File: config.mk
export PLATFORM = sky130hd
export DESIGN_NAME = axi_burst_writer_flat
export DESIGN_NICKNAME = d
export VERILOG_FILES = /design/src/rtl/axi_burst_writer_pkg.sv /design/src/rtl/axi_burst_writer_if.sv /design/src/rtl/axi_burst_writer_wbeat_reg.sv /design/src/rtl/axi_burst_writer.sv /design/src/flat_wrapper.sv
export SDC_FILE = /design/constraint.sdc
export NUM_CORES = 1
export LEC_CHECK = 0
export CAP_MARGIN = 20
export CORE_MARGIN = 2
export CORE_UTILIZATION = 46
export CTS_CLUSTER_SIZE = 14
export DETAILED_ROUTE_END_ITERATION = 8
export PLACE_DENSITY = 0.83
export SLEW_MARGIN = 20
export SYNTH_ARGS = -nofsm -noshare
export SYNTH_HDL_FRONTEND = slang
export SYNTH_SLANG_ARGS = --single-unit
export TNS_END_PERCENT = 30
File: constraint.sdc
create_clock -name aclk -period 6.9 [get_ports aclk]
set_input_delay 1.38 -clock aclk [delete_from_list [all_inputs] [get_ports aclk]]
set_output_delay 1.38 -clock aclk [all_outputs]
set_load 0.02 [all_outputs]
File: src/rtl/axi_burst_writer_pkg.sv
// Shared AXI codes, FSM state encodings and the 4KB boundary helper for axi_burst_writer.
package axi_burst_writer_pkg;

  localparam logic [1:0] AXI_BURST_TYPE_INCR = 2'b01;
  localparam logic [2:0] AXI_SIZE_4B         = 3'b010;

  localparam logic [1:0] RESP_OKAY   = 2'b00;
  localparam logic [1:0] RESP_EXOKAY = 2'b01;
  localparam logic [1:0] RESP_SLVERR = 2'b10;
  localparam logic [1:0] RESP_DECERR = 2'b11;

  localparam logic [2:0] ST_IDLE = 3'd0;
  localparam logic [2:0] ST_ADDR = 3'd1;
  localparam logic [2:0] ST_DATA = 3'd2;
  localparam logic [2:0] ST_RESP = 3'd3;
  localparam logic [2:0] ST_FIN  = 3'd4;

  // True when a burst of (len+1) 4-byte beats starting at addr_lo runs past the 4KB page.
  function automatic logic crosses_4k(input logic [11:0] addr_lo, input logic [7:0] len);
    logic [12:0] end_b;
    end_b = {1'b0, addr_lo[11:2], 2'b00} + {2'b00, ({1'b0, len} + 9'd1), 2'b00};
    return end_b > 13'd4096;
  endfunction

endpackage

File: src/rtl/axi_burst_writer_if.sv
// AXI4 write-channel bundle (AW, W, B) with master/slave views.
interface axi_burst_writer_if #(
  parameter int ADDR_W = 32
);
  logic [3:0]        awid;
  logic [ADDR_W-1:0] awadr;
  logic [7:0]        awlen;
  logic [2:0]        awsize;
  logic [1:0]        awburst;
  logic              awvalid;
  logic              awready;
  logic [31:0]       wrdata;
  logic [3:0]        wstrb;
  logic              wlast;
  logic              wvalid;
  logic              wready;
  logic [3:0]        bid;
  logic [1:0]        bresp;
  logic              bvalid;
  logic              bready;

  modport master (
    output awid, awadr, awlen, awsize, awburst, awvalid,
    output wrdata, wstrb, wlast, wvalid,
    output bready,
    input  awready, wready, bid, bresp, bvalid
  );

  modport slave (
    input  awid, awadr, awlen, awsize, awburst, awvalid,
    input  wrdata, wstrb, wlast, wvalid,
    input  bready,
    output awready, wready, bid, bresp, bvalid
  );
endinterface

File: src/rtl/axi_burst_writer_wbeat_reg.sv
// Single-entry W output register: holds data/wlast stable until the slave takes the beat.
module axi_wbeat_reg (
  input  logic        clk,
  input  logic        rst,
  input  logic        clr,
  input  logic        load,
  input  logic [31:0] load_data,
  input  logic        load_last,
  input  logic        wready,
  output logic        wvalid,
  output logic [31:0] wdata,
  output logic        wlast
);
  logic        wvalid_q, wvalid_d;
  logic [31:0] wdata_q, wdata_d;
  logic        wlast_q, wlast_d;

  always_comb begin
    wvalid_d = wvalid_q;
    wdata_d  = wdata_q;
    wlast_d  = wlast_q;
    if (load) begin
      wvalid_d = 1'b1;
      wdata_d  = load_data;
      wlast_d  = load_last;
    end else if (wvalid_q && wready) begin
      wvalid_d = 1'b0;
      wlast_d  = 1'b0;
    end
    if (clr) begin
      wvalid_d = 1'b0;
      wlast_d  = 1'b0;
    end
  end

  always_ff @(posedge clk) begin
    if (rst) begin
      wvalid_q <= 1'b0;
      wdata_q  <= '0;
      wlast_q  <= 1'b0;
    end else begin
      wvalid_q <= wvalid_d;
      wdata_q  <= wdata_d;
      wlast_q  <= wlast_d;
    end
  end

  assign wvalid = wvalid_q;
  assign wdata  = wdata_q;
  assign wlast  = wlast_q;
endmodule

File: src/rtl/axi_burst_writer.sv
// Single INCR-burst AXI4 write initiator: command in, streamed beats out, B response reported.
// Optional watchdog enabled by defining AXI_WR_TIMEOUT_EN.
module axi_burst_writer
  import axi_burst_writer_pkg::*;
#(
  parameter int         ADDR_W      = 32,
  parameter logic [3:0] AXI_ID      = 4'h0,
  parameter int         TIMEOUT_CYC = 1024
) (
  input  logic              aclk,
  input  logic              areset,
  input  logic              cmd_valid,
  output logic              cmd_ready,
  input  logic [ADDR_W-1:0] cmd_addr,
  input  logic [7:0]        cmd_len,
  input  logic [31:0]       src_data,
  input  logic              src_valid,
  output logic              src_ready,
  output logic              done,
  output logic [1:0]        done_resp,
  axi_burst_writer_if.master axi
);
  logic [2:0]        state_q, state_d;
  logic [ADDR_W-1:0] addr_q, addr_d;
  logic [7:0]        len_q, len_d;
  logic [8:0]        loaded_q, loaded_d;
  logic [1:0]        resp_q, resp_d;
  logic              cmd_ready_q, cmd_ready_d;
  logic              awvalid_q, awvalid_d;
  logic              bready_q, bready_d;
  logic              done_q, done_d;
  logic              load, load_last, wclr;
  logic              wvalid, wlast;
  logic [31:0]       wdata;
  logic              tmo_hit;

  always_comb begin
    state_d   = state_q;
    addr_d    = addr_q;
    len_d     = len_q;
    loaded_d  = loaded_q;
    resp_d    = resp_q;
    wclr      = 1'b0;
    // Taking a beat in the AW handshake cycle lets the first W beat follow the address immediately.
    src_ready = (state_q == ST_DATA || (state_q == ST_ADDR && axi.awready)) &&
                (loaded_q <= {1'b0, len_q}) && (!wvalid || axi.wready);
    load      = src_ready && src_valid;
    load_last = (loaded_q == {1'b0, len_q});
    if (load) loaded_d = loaded_q + 9'd1;

    case (state_q)
      ST_IDLE: if (cmd_valid && cmd_ready_q) begin
        addr_d   = cmd_addr & ~ADDR_W'(3);
        len_d    = cmd_len;
        loaded_d = '0;
        if (crosses_4k(cmd_addr[11:0], cmd_len)) begin
          state_d = ST_FIN;
          resp_d  = RESP_SLVERR;
        end else begin
          state_d = ST_ADDR;
        end
      end
      ST_ADDR: if (axi.awready) state_d = ST_DATA;
      ST_DATA: if (wvalid && axi.wready && wlast) state_d = ST_RESP;
      ST_RESP: if (axi.bvalid) begin
        resp_d  = (axi.bid != AXI_ID) ? RESP_SLVERR : axi.bresp;
        state_d = ST_FIN;
      end
      ST_FIN:  state_d = ST_IDLE;
      default: state_d = ST_IDLE;
    endcase

    if (tmo_hit) begin
      state_d   = ST_FIN;
      resp_d    = RESP_DECERR;
      wclr      = 1'b1;
      src_ready = 1'b0;
      load      = 1'b0;
      loaded_d  = loaded_q;
    end

    cmd_ready_d = (state_d == ST_IDLE);
    awvalid_d   = (state_d == ST_ADDR);
    bready_d    = (state_d == ST_RESP);
    done_d      = (state_d == ST_FIN);
  end

`ifdef AXI_WR_TIMEOUT_EN
  localparam int unsigned TW = $clog2(TIMEOUT_CYC + 1);
  logic [TW-1:0] tmo_q, tmo_d;
  logic          any_hs;

  always_comb begin
    any_hs = (awvalid_q && axi.awready) || (wvalid && axi.wready) ||
             (bready_q && axi.bvalid) || load;
    tmo_d  = (state_d != state_q || any_hs) ? '0 : tmo_q + 1'b1;
  end

  assign tmo_hit = (tmo_q == TW'(TIMEOUT_CYC - 1)) &&
                   (state_q == ST_ADDR || state_q == ST_DATA || state_q == ST_RESP);

  always_ff @(posedge aclk) begin
    if (areset) tmo_q <= '0;
    else        tmo_q <= tmo_d;
  end
`else
  assign tmo_hit = 1'b0;
`endif

  always_ff @(posedge aclk) begin
    if (areset) begin
      state_q     <= ST_IDLE;
      addr_q      <= '0;
      len_q       <= '0;
      loaded_q    <= '0;
      resp_q      <= '0;
      cmd_ready_q <= 1'b0;
      awvalid_q   <= 1'b0;
      bready_q    <= 1'b0;
      done_q      <= 1'b0;
    end else begin
      state_q     <= state_d;
      addr_q      <= addr_d;
      len_q       <= len_d;
      loaded_q    <= loaded_d;
      resp_q      <= resp_d;
      cmd_ready_q <= cmd_ready_d;
      awvalid_q   <= awvalid_d;
      bready_q    <= bready_d;
      done_q      <= done_d;
    end
  end

  axi_wbeat_reg u_wbeat (
    .clk       (aclk),
    .rst       (areset),
    .clr       (wclr),
    .load      (load),
    .load_data (src_data),
    .load_last (load_last),
    .wready    (axi.wready),
    .wvalid    (wvalid),
    .wdata     (wdata),
    .wlast     (wlast)
  );

  assign cmd_ready   = cmd_ready_q;
  assign done        = done_q;
  assign done_resp   = resp_q;
  assign axi.awid    = AXI_ID;
  assign axi.awadr   = addr_q;
  assign axi.awlen   = len_q;
  assign axi.awsize  = AXI_SIZE_4B;
  assign axi.awburst = AXI_BURST_TYPE_INCR;
  assign axi.awvalid = awvalid_q;
  assign axi.wrdata  = wdata;
  assign axi.wstrb   = '1;
  assign axi.wlast   = wlast;
  assign axi.wvalid  = wvalid;
  assign axi.bready  = bready_q;
endmodule
File: src/flat_wrapper.sv
// flat-port wrapper written by rule: the top's interface ports become plain ports
module axi_burst_writer_flat import axi_burst_writer_pkg::*;
#(
  parameter int         ADDR_W      = 32,
  parameter logic [3:0] AXI_ID      = 4'h0,
  parameter int         TIMEOUT_CYC = 1024
)
  (aclk, areset, cmd_valid, cmd_ready, cmd_addr, cmd_len, src_data, src_valid, src_ready, done, done_resp, axi_awid, axi_awadr, axi_awlen, axi_awsize, axi_awburst, axi_awvalid, axi_wrdata, axi_wstrb, axi_wlast, axi_wvalid, axi_bready, axi_awready, axi_wready, axi_bid, axi_bresp, axi_bvalid);
  axi_burst_writer_if #(.ADDR_W(ADDR_W)) axi_i ();
  input  logic aclk;
  input  logic areset;
  input  logic cmd_valid;
  output logic cmd_ready;
  input  logic [ADDR_W-1:0] cmd_addr;
  input  logic [7:0] cmd_len;
  input  logic [31:0] src_data;
  input  logic src_valid;
  output logic src_ready;
  output logic done;
  output logic [1:0] done_resp;
  output wire logic [$bits(axi_i.awid)-1:0] axi_awid;
  output wire logic [$bits(axi_i.awadr)-1:0] axi_awadr;
  output wire logic [$bits(axi_i.awlen)-1:0] axi_awlen;
  output wire logic [$bits(axi_i.awsize)-1:0] axi_awsize;
  output wire logic [$bits(axi_i.awburst)-1:0] axi_awburst;
  output wire logic [$bits(axi_i.awvalid)-1:0] axi_awvalid;
  output wire logic [$bits(axi_i.wrdata)-1:0] axi_wrdata;
  output wire logic [$bits(axi_i.wstrb)-1:0] axi_wstrb;
  output wire logic [$bits(axi_i.wlast)-1:0] axi_wlast;
  output wire logic [$bits(axi_i.wvalid)-1:0] axi_wvalid;
  output wire logic [$bits(axi_i.bready)-1:0] axi_bready;
  input wire logic [$bits(axi_i.awready)-1:0] axi_awready;
  input wire logic [$bits(axi_i.wready)-1:0] axi_wready;
  input wire logic [$bits(axi_i.bid)-1:0] axi_bid;
  input wire logic [$bits(axi_i.bresp)-1:0] axi_bresp;
  input wire logic [$bits(axi_i.bvalid)-1:0] axi_bvalid;
  assign axi_awid = axi_i.awid;
  assign axi_awadr = axi_i.awadr;
  assign axi_awlen = axi_i.awlen;
  assign axi_awsize = axi_i.awsize;
  assign axi_awburst = axi_i.awburst;
  assign axi_awvalid = axi_i.awvalid;
  assign axi_wrdata = axi_i.wrdata;
  assign axi_wstrb = axi_i.wstrb;
  assign axi_wlast = axi_i.wlast;
  assign axi_wvalid = axi_i.wvalid;
  assign axi_bready = axi_i.bready;
  assign axi_i.awready = axi_awready;
  assign axi_i.wready = axi_wready;
  assign axi_i.bid = axi_bid;
  assign axi_i.bresp = axi_bresp;
  assign axi_i.bvalid = axi_bvalid;
  axi_burst_writer #(.ADDR_W(ADDR_W), .AXI_ID(AXI_ID), .TIMEOUT_CYC(TIMEOUT_CYC)) u_core (.aclk(aclk), .areset(areset), .cmd_valid(cmd_valid), .cmd_ready(cmd_ready), .cmd_addr(cmd_addr), .cmd_len(cmd_len), .src_data(src_data), .src_valid(src_valid), .src_ready(src_ready), .done(done), .done_resp(done_resp), .axi(axi_i));
endmodule
### Word level (Yosys, flattened, before mapping)

Index checks and enable logic that the tools add are counted.
Widths: inputs -> output; s select.

| word-level totals | value |
|---|---|
| output and inout port bits | 94 |
| flip-flop bits (word level) | 90 |
| input port bits | 85 |
| word-level logic and storage cells | 61 |

| operators by class | value |
|---|---|
| eq/ne operators | 10 |
| reductions and logical operators | 17 |
| add/subtract/negate cells | 3 |
| muxes and demuxes | 17 |
| $lt $le $gt $ge | 2 |

Operator list:

| operator | number |
|---|---|
| $mux 9 | 3 |
| $mux 3 | 5 |
| $add 12x11->13 | 1 |
| $gt 13x13->1 const B | 1 |
| $pmux 3 s4 | 1 |
| $add 8x1->9 const B | 1 |
| $add 9x1->9 const B | 1 |
| $eq 3x2->1 const B | 3 |
| $eq 9x8->1 | 1 |
| $le 9x8->1 | 1 |
| $mux 2 | 4 |
| $logic_and 1x1->1 | 7 |
| $eq 3x1->1 const B | 2 |
| $logic_not 3->1 | 2 |
| $ne 2x1->1 const B | 2 |
| $pmux 2 s2 | 1 |
| $reduce_and 4->1 | 1 |
| $reduce_bool 2->1 | 2 |
| $reduce_bool 4->1 | 1 |
| $eq 3x3->1 const B | 1 |
| $mux 1 | 3 |
| $logic_or 1x1->1 | 2 |
| $ne 2x2->1 const B | 1 |
| $reduce_and 2->1 | 1 |
| $logic_not 1->1 | 1 |

### Longest topological paths before layout

| logic depth | value |
|---|---|
| depth after elaboration | 9 |
| gate-level depth with buffers | 12 |
| depth with buffers taken out | 12 |

### Modules after synthesis

From an unflattened synthesis, not the netlist that was laid out.

| unflattened totals | value |
|---|---|
| cells, all modules | 499 |
| area, all modules | 4275.4 sq um |

Modules (own cells, without submodules):

| module | cells each | area each (sq um) | seq. area each (sq um) | instances |
|---|---|---|---|---|
| axi_burst_writer | 387 | 3029.2 | 1121.1 | 1 |
| axi_wbeat_reg | 112 | 1246.2 | 680.7 | 1 |

### Least setup slack after synthesis

Ideal clock, no wire load.

| timing path | value |
|---|---|
| kind | input-to-reg |
| start point | input cmd_len[0] |
| end point | register u_core.cmd_ready_q (netlist: u_core.cmd_ready) |
| path buffers | 0 |
| arrival | 3.693 ns |
| path slack | 3.090 ns |
| library setup time | 0.116 ns |
| cell stages on the path | 12 |
| required time | 6.784 ns |
| path through | ha_1 nand3_1 nor2_1 and3_1 ha_1 nor2_1 or4_1 a2111oi_2 o2111ai_1 o221ai_2 a221oi_2 and4_1 |

| on the way | value |
|---|---|
| longest elaborated chain between the ends | 7 |

RTL lines:

| what | line | source |
|---|---|---|
| start, declared | flat_wrapper.sv:15 | `input logic [7:0] cmd_len;` |
| $add 8x1->9 | axi_burst_writer_pkg.sv:21 | `end_b = {1'b0, addr_lo[11:2], 2'b00} + {2'b00, ({1'b0, len} + 9'd1), 2'b00};` |
| $add 12x11->13 | axi_burst_writer_pkg.sv:21 |  |
| $gt 13x13->1 | axi_burst_writer_pkg.sv:22 | `return end_b > 13'd4096;` |
| $mux 3 | axi_burst_writer.sv:56 | `if (crosses_4k(cmd_addr[11:0], cmd_len)) begin` |
| $mux 3 | axi_burst_writer.sv:52 | `ST_IDLE: if (cmd_valid && cmd_ready_q) begin` |
| $pmux 3 s4 | axi_burst_writer.sv:51 | `case (state_q)` |
| $logic_not 3->1 | axi_burst_writer.sv:82 | `cmd_ready_d = (state_d == ST_IDLE);` |
| end signal, assigned | axi_burst_writer.sv:127 | `cmd_ready_q <= cmd_ready_d;` |
| end, declared | axi_burst_writer.sv:28 | `logic cmd_ready_q, cmd_ready_d;` |

No other way between the ends.
A chain may end at the register's enable or synchronous reset.

### Worst setup path in the final report

| timing path | value |
|---|---|
| start point | input axi_awready |
| end point | output src_ready |

| on the way | value |
|---|---|
| longest elaborated chain between the ends | 4 |

RTL lines:

| what | line | source |
|---|---|---|
| start, declared | flat_wrapper.sv:32 | `input wire logic [$bits(axi_i.awready)-1:0] axi_awready;` |
| $logic_and 1x1->1 | axi_burst_writer.sv:45 | `src_ready = (state_q == ST_DATA \|\| (state_q == ST_ADDR && axi.awready)) &&` |
| $logic_or 1x1->1 | axi_burst_writer.sv:45 |  |
| $logic_and 1x1->1 | axi_burst_writer.sv:45 |  |
| $logic_and 1x1->1 | axi_burst_writer.sv:46 | `(loaded_q <= {1'b0, len_q}) && (!wvalid \|\| axi.wready);` |
| end, declared | flat_wrapper.sv:18 | `output logic src_ready;` |

No other way between the ends.

==> metrics list <==
- Status: completed
- The core region is between 0.008 and 0.009 mm².
- After global routing the overflow that remains totals 0.
* Maximum level of the CTS H-tree: 3
- Fraction of synthesized cell area taken by the top area cell type: 0.4323
- The wire-length estimate of the detail-placed layout is about 8.3 mm.
- By startpoint and endpoint, the worst setup path is classified as in -> out.
- Setup repair after global routing missed its margin: false
- Master cell of the clock root buffer: sky130_fd_sc_hd__clkbuf_8
* Via Count: just over 4k
- Die area: a little under 0.01 mm²
- Hold violation count in the final report: 0
* Final weighted congestion in routability-driven placement: around 0.8
- After synthesis the cells add up to roughly 0.0042 mm².
- Measured against its own limit, the worst slew margin works out to 0.4384.
- Leaving out fill and tap cells, the most frequent cell in the layout is sky130_fd_sc_hd__clkdlybuf4s50_1.
* Filler cells: between 700 and 800
- Critical Path AT: 3070 ps
- DIE HEIGHT: 99.19 µm
* Number of port buffers: between 150 and 200
* Cell accounting for the most synthesized area: sky130_fd_sc_hd__dfxtp_1
- No sink is reached through more buffers than the 2 on the longest clock path.
- Synth-to-Final Area Change: 43.59%
* Via density per instance: around 5.2
- The worst path meets setup with 2454 ps of slack.
- The first detailed-routing pass took 5 iterations.
- The die is about 99 µm wide.
* Net count, final: roughly 780
- Post-Route Skew: between 10 and 15 ps
- The max-slew violation count was 0.
- Hold-fix buffers, CTS: 0
- In the final routed layout, each cell accounts on average for between 10 and 15 µm.
- Cell variety after synth: between 40 and 50
* Pwr Density: 198.7 mW/mm²
- TritonCTS built the clock tree.
- Remaining antenna violation count: 0
- Sum Neg Setup Slack: 0 ps
- Sequential-to-total area share from yosys stat: 0.4323
- At the pin with the least slew margin, the transition time is roughly 840 ps.
* Number of antenna violations at the first check in global routing: 0
- Total CTS buffers: 9
- The first global-routing pass estimated 18.37 mm of wire.
* Post-cts resize count: 0
- Data on the critical path is required at its endpoint by ~5500 ps.
* Top-level I/O count: around 180
- Worst-case setup slack after placement: 2181 ps
* Main area contributors after synthesis: sky130_fd_sc_hd__dfxtp_1 (43%), sky130_fd_sc_hd__nand2_1 (14%), sky130_fd_sc_hd__a21oi_1 (10%)
- Total setup buffers inserted after CTS: 0
- Average instance area after synthesis: about 8.0 µm²
- Final period demand of the worst path: roughly 4400 ps
* Max VDD drop: around 0.13 mV
- In the layout the commonest cells are sky130_fd_sc_hd__clkdlybuf4s50_1 (160), sky130_fd_sc_hd__nand2_1 (155), sky130_fd_sc_hd__dfxtp_1 (90).
- Setup violations remaining at the end of the flow were counted as 0.
- Reg2reg setup slack: ~4200 ps
- DRC violations left: 0
* Hold crit path type: reg -> reg
* Clock-pin slew on the worst setup and hold paths: ~80 ps
- Yosys mapped a number of flops with a built-in enable equal to 0.
* Asr flop ratio synth: 0
- The initial utilization of the core area, before any placement, comes to 0.4756.
- Across every metal layer, demand over resource in global routing totals 0.2251.
* Highest achievable clock rate: about 0.22 GHz
- The first routing iteration left 148 violations.
* # diodes: 0
- The Yosys step of the flow raised 0 warnings.
- Of all nets on the critical path, the largest fanout is 3.
- Flip-flop and latch count after synthesis: 90
* Primary FF master, synth: sky130_fd_sc_hd__dfxtp_1
- For this block, the routed nets add up to between 10 and 15 mm of wire.
- Via count of the first global-routing pass: 3975
- Synthesized instance count: approximately 520
* Clock latency reported for the late side of the worst-skew pair: 360 ps
* Number of max-cap violations: 0
* Number of placement rows: 34
* Period utilisation layout: 0.6443
* Leakage power figure: ~2.2 nW
- Sort of element at the start of the critical path: input port
- Nature of the critical path endpoint: output pin
* Pin count of the biggest net entering global routing: 82
- In the final layout, the share of cells above drive strength 1 is 0.04889.
- Clock tree synthesis found a total of 90 sinks.
[cell families (layout without fill, tap and decap cells)]
logic type               Yosys count  in the layout  share of synthesized area
AO/OA/AOI/OAI                    120            120                     0.1783
multiplexers                       2              2                   0.004804
XOR/XNOR                          11             11                    0.02312
adder cells (fa/ha/maj)           22             22                    0.06785
flip-flops                        90             90                     0.4323
AND/OR/NAND/NOR                  219            219                     0.2243
other                              2             15                   0.001802
buffers and inverters             58            196                    0.06754
[layer usage]
layer / part of all wire / GRT usage
met1: 0.39 / 0.2611
met2: 0.52 / 0.4007
met3: 0.063 / 0.05552
met4: 0.027 / 0.08325
met5: 0 / 0
[where the power goes]
part	switching [W]	internal (W)	total, W
Combinational	0.000139	0.000124	0.000263
Sequential	0.0000138	0.000542	0.000555
Clock	0.000193	0.000178	0.000371
Total	0.000346	0.000844	0.00119
[final cells by class]
type / count / area [µm²] / area share
inverter: 16 / 60.06 / 0.01004
multi-input combinational: 389 / 2150 / 0.3592
sequential: 90 / 1802 / 0.3011
timing repair buffer: 165 / 1637 / 0.2735
clock buffer: 10 / 137.6 / 0.02300
clock inverter: 5 / 63.81 / 0.01066
tap: 108 / 135.1 / 0.02258
[per-stage QoR]
stage          total power [W]  hold slack [ps]  instances  utilization  area, µm²
2_1_floorplan        0.0007149            450.7        537            -       4217
5_1_grt               0.001244            468.9        783       0.6829       5984
4_1_cts               0.001196            457.8        783       0.6819       5976
3_3_place_gp         0.0008209            440.7        768       0.6588       5773
6_report              0.001189            455.3        783       0.6829       5984
3_5_place_dp         0.0008293            445.7        768       0.6589       5774
[critical path: stages]
cell,delay (ps)
sky130_fd_sc_hd__clkdlybuf4s50_1,510
sky130_fd_sc_hd__nand3b_1,100
sky130_fd_sc_hd__a221oi_2,290
sky130_fd_sc_hd__o21a_1,160
sky130_fd_sc_hd__clkdlybuf4s50_1,620
[path summary, 6_finish.rpt]
path,cells after the start,endpoint,start
worst max-delay path,5,src_ready,axi_awready
worst min-delay path,2,u_core.axi.awadr[24],u_core.axi.awadr[24]
worst max register to register,10,u_core.loaded_q[7],u_core.axi.awlen[5]
worst min register to register,2,u_core.axi.awadr[24],u_core.axi.awadr[24]
[state kept, by name, summed over array words and instances, names as in the netlist]
| name | count |
|---|---|
| u_core.done_resp | 2 |
| u_core.axi.awvalid | 1 |
| u_core.axi.awlen | 8 |
| u_core.axi.bready | 1 |
| u_core.state_q | 3 |
| u_core.u_wbeat.wvalid | 1 |
| u_core.axi.awadr | 30 |
| u_core.done | 1 |
| u_core.u_wbeat.wdata | 32 |
| u_core.cmd_ready | 1 |
| u_core.u_wbeat.wlast | 1 |
| u_core.loaded_q | 9 |
[cells in the mapped netlist (2+ instances only)]
| library cell | n |
|---|---|
| sky130_fd_sc_hd__a21oi_1 | 85 |
| sky130_fd_sc_hd__and2_1 | 3 |
| sky130_fd_sc_hd__a221oi_2 | 3 |
| sky130_fd_sc_hd__buf_4 | 15 |
| sky130_fd_sc_hd__mux2i_1 | 2 |
| sky130_fd_sc_hd__buf_2 | 6 |
| sky130_fd_sc_hd__nor2b_1 | 2 |
| sky130_fd_sc_hd__or4_1 | 4 |
| sky130_fd_sc_hd__nand4_1 | 4 |
| sky130_fd_sc_hd__xnor2_1 | 5 |
| sky130_fd_sc_hd__o21a_1 | 7 |
| sky130_fd_sc_hd__conb_1 | 2 |
| sky130_fd_sc_hd__inv_1 | 15 |
| sky130_fd_sc_hd__a21o_1 | 2 |
| sky130_fd_sc_hd__xor2_1 | 6 |
| sky130_fd_sc_hd__clkbuf_1 | 20 |
| sky130_fd_sc_hd__or3_1 | 2 |
| sky130_fd_sc_hd__dfxtp_1 | 90 |
| sky130_fd_sc_hd__nand2_1 | 155 |
| sky130_fd_sc_hd__o2111ai_1 | 3 |
| sky130_fd_sc_hd__o31ai_1 | 3 |
| sky130_fd_sc_hd__nand3_1 | 10 |
| sky130_fd_sc_hd__o21ai_0 | 5 |
| sky130_fd_sc_hd__and3_1 | 2 |
| sky130_fd_sc_hd__nor4_1 | 2 |
| sky130_fd_sc_hd__nor3_1 | 5 |
| sky130_fd_sc_hd__nor2_1 | 21 |
| sky130_fd_sc_hd__and4_1 | 2 |
| sky130_fd_sc_hd__ha_1 | 21 |
| sky130_fd_sc_hd__a211oi_1 | 3 |
Note: power is estimated with default switching activity, not from simulation.
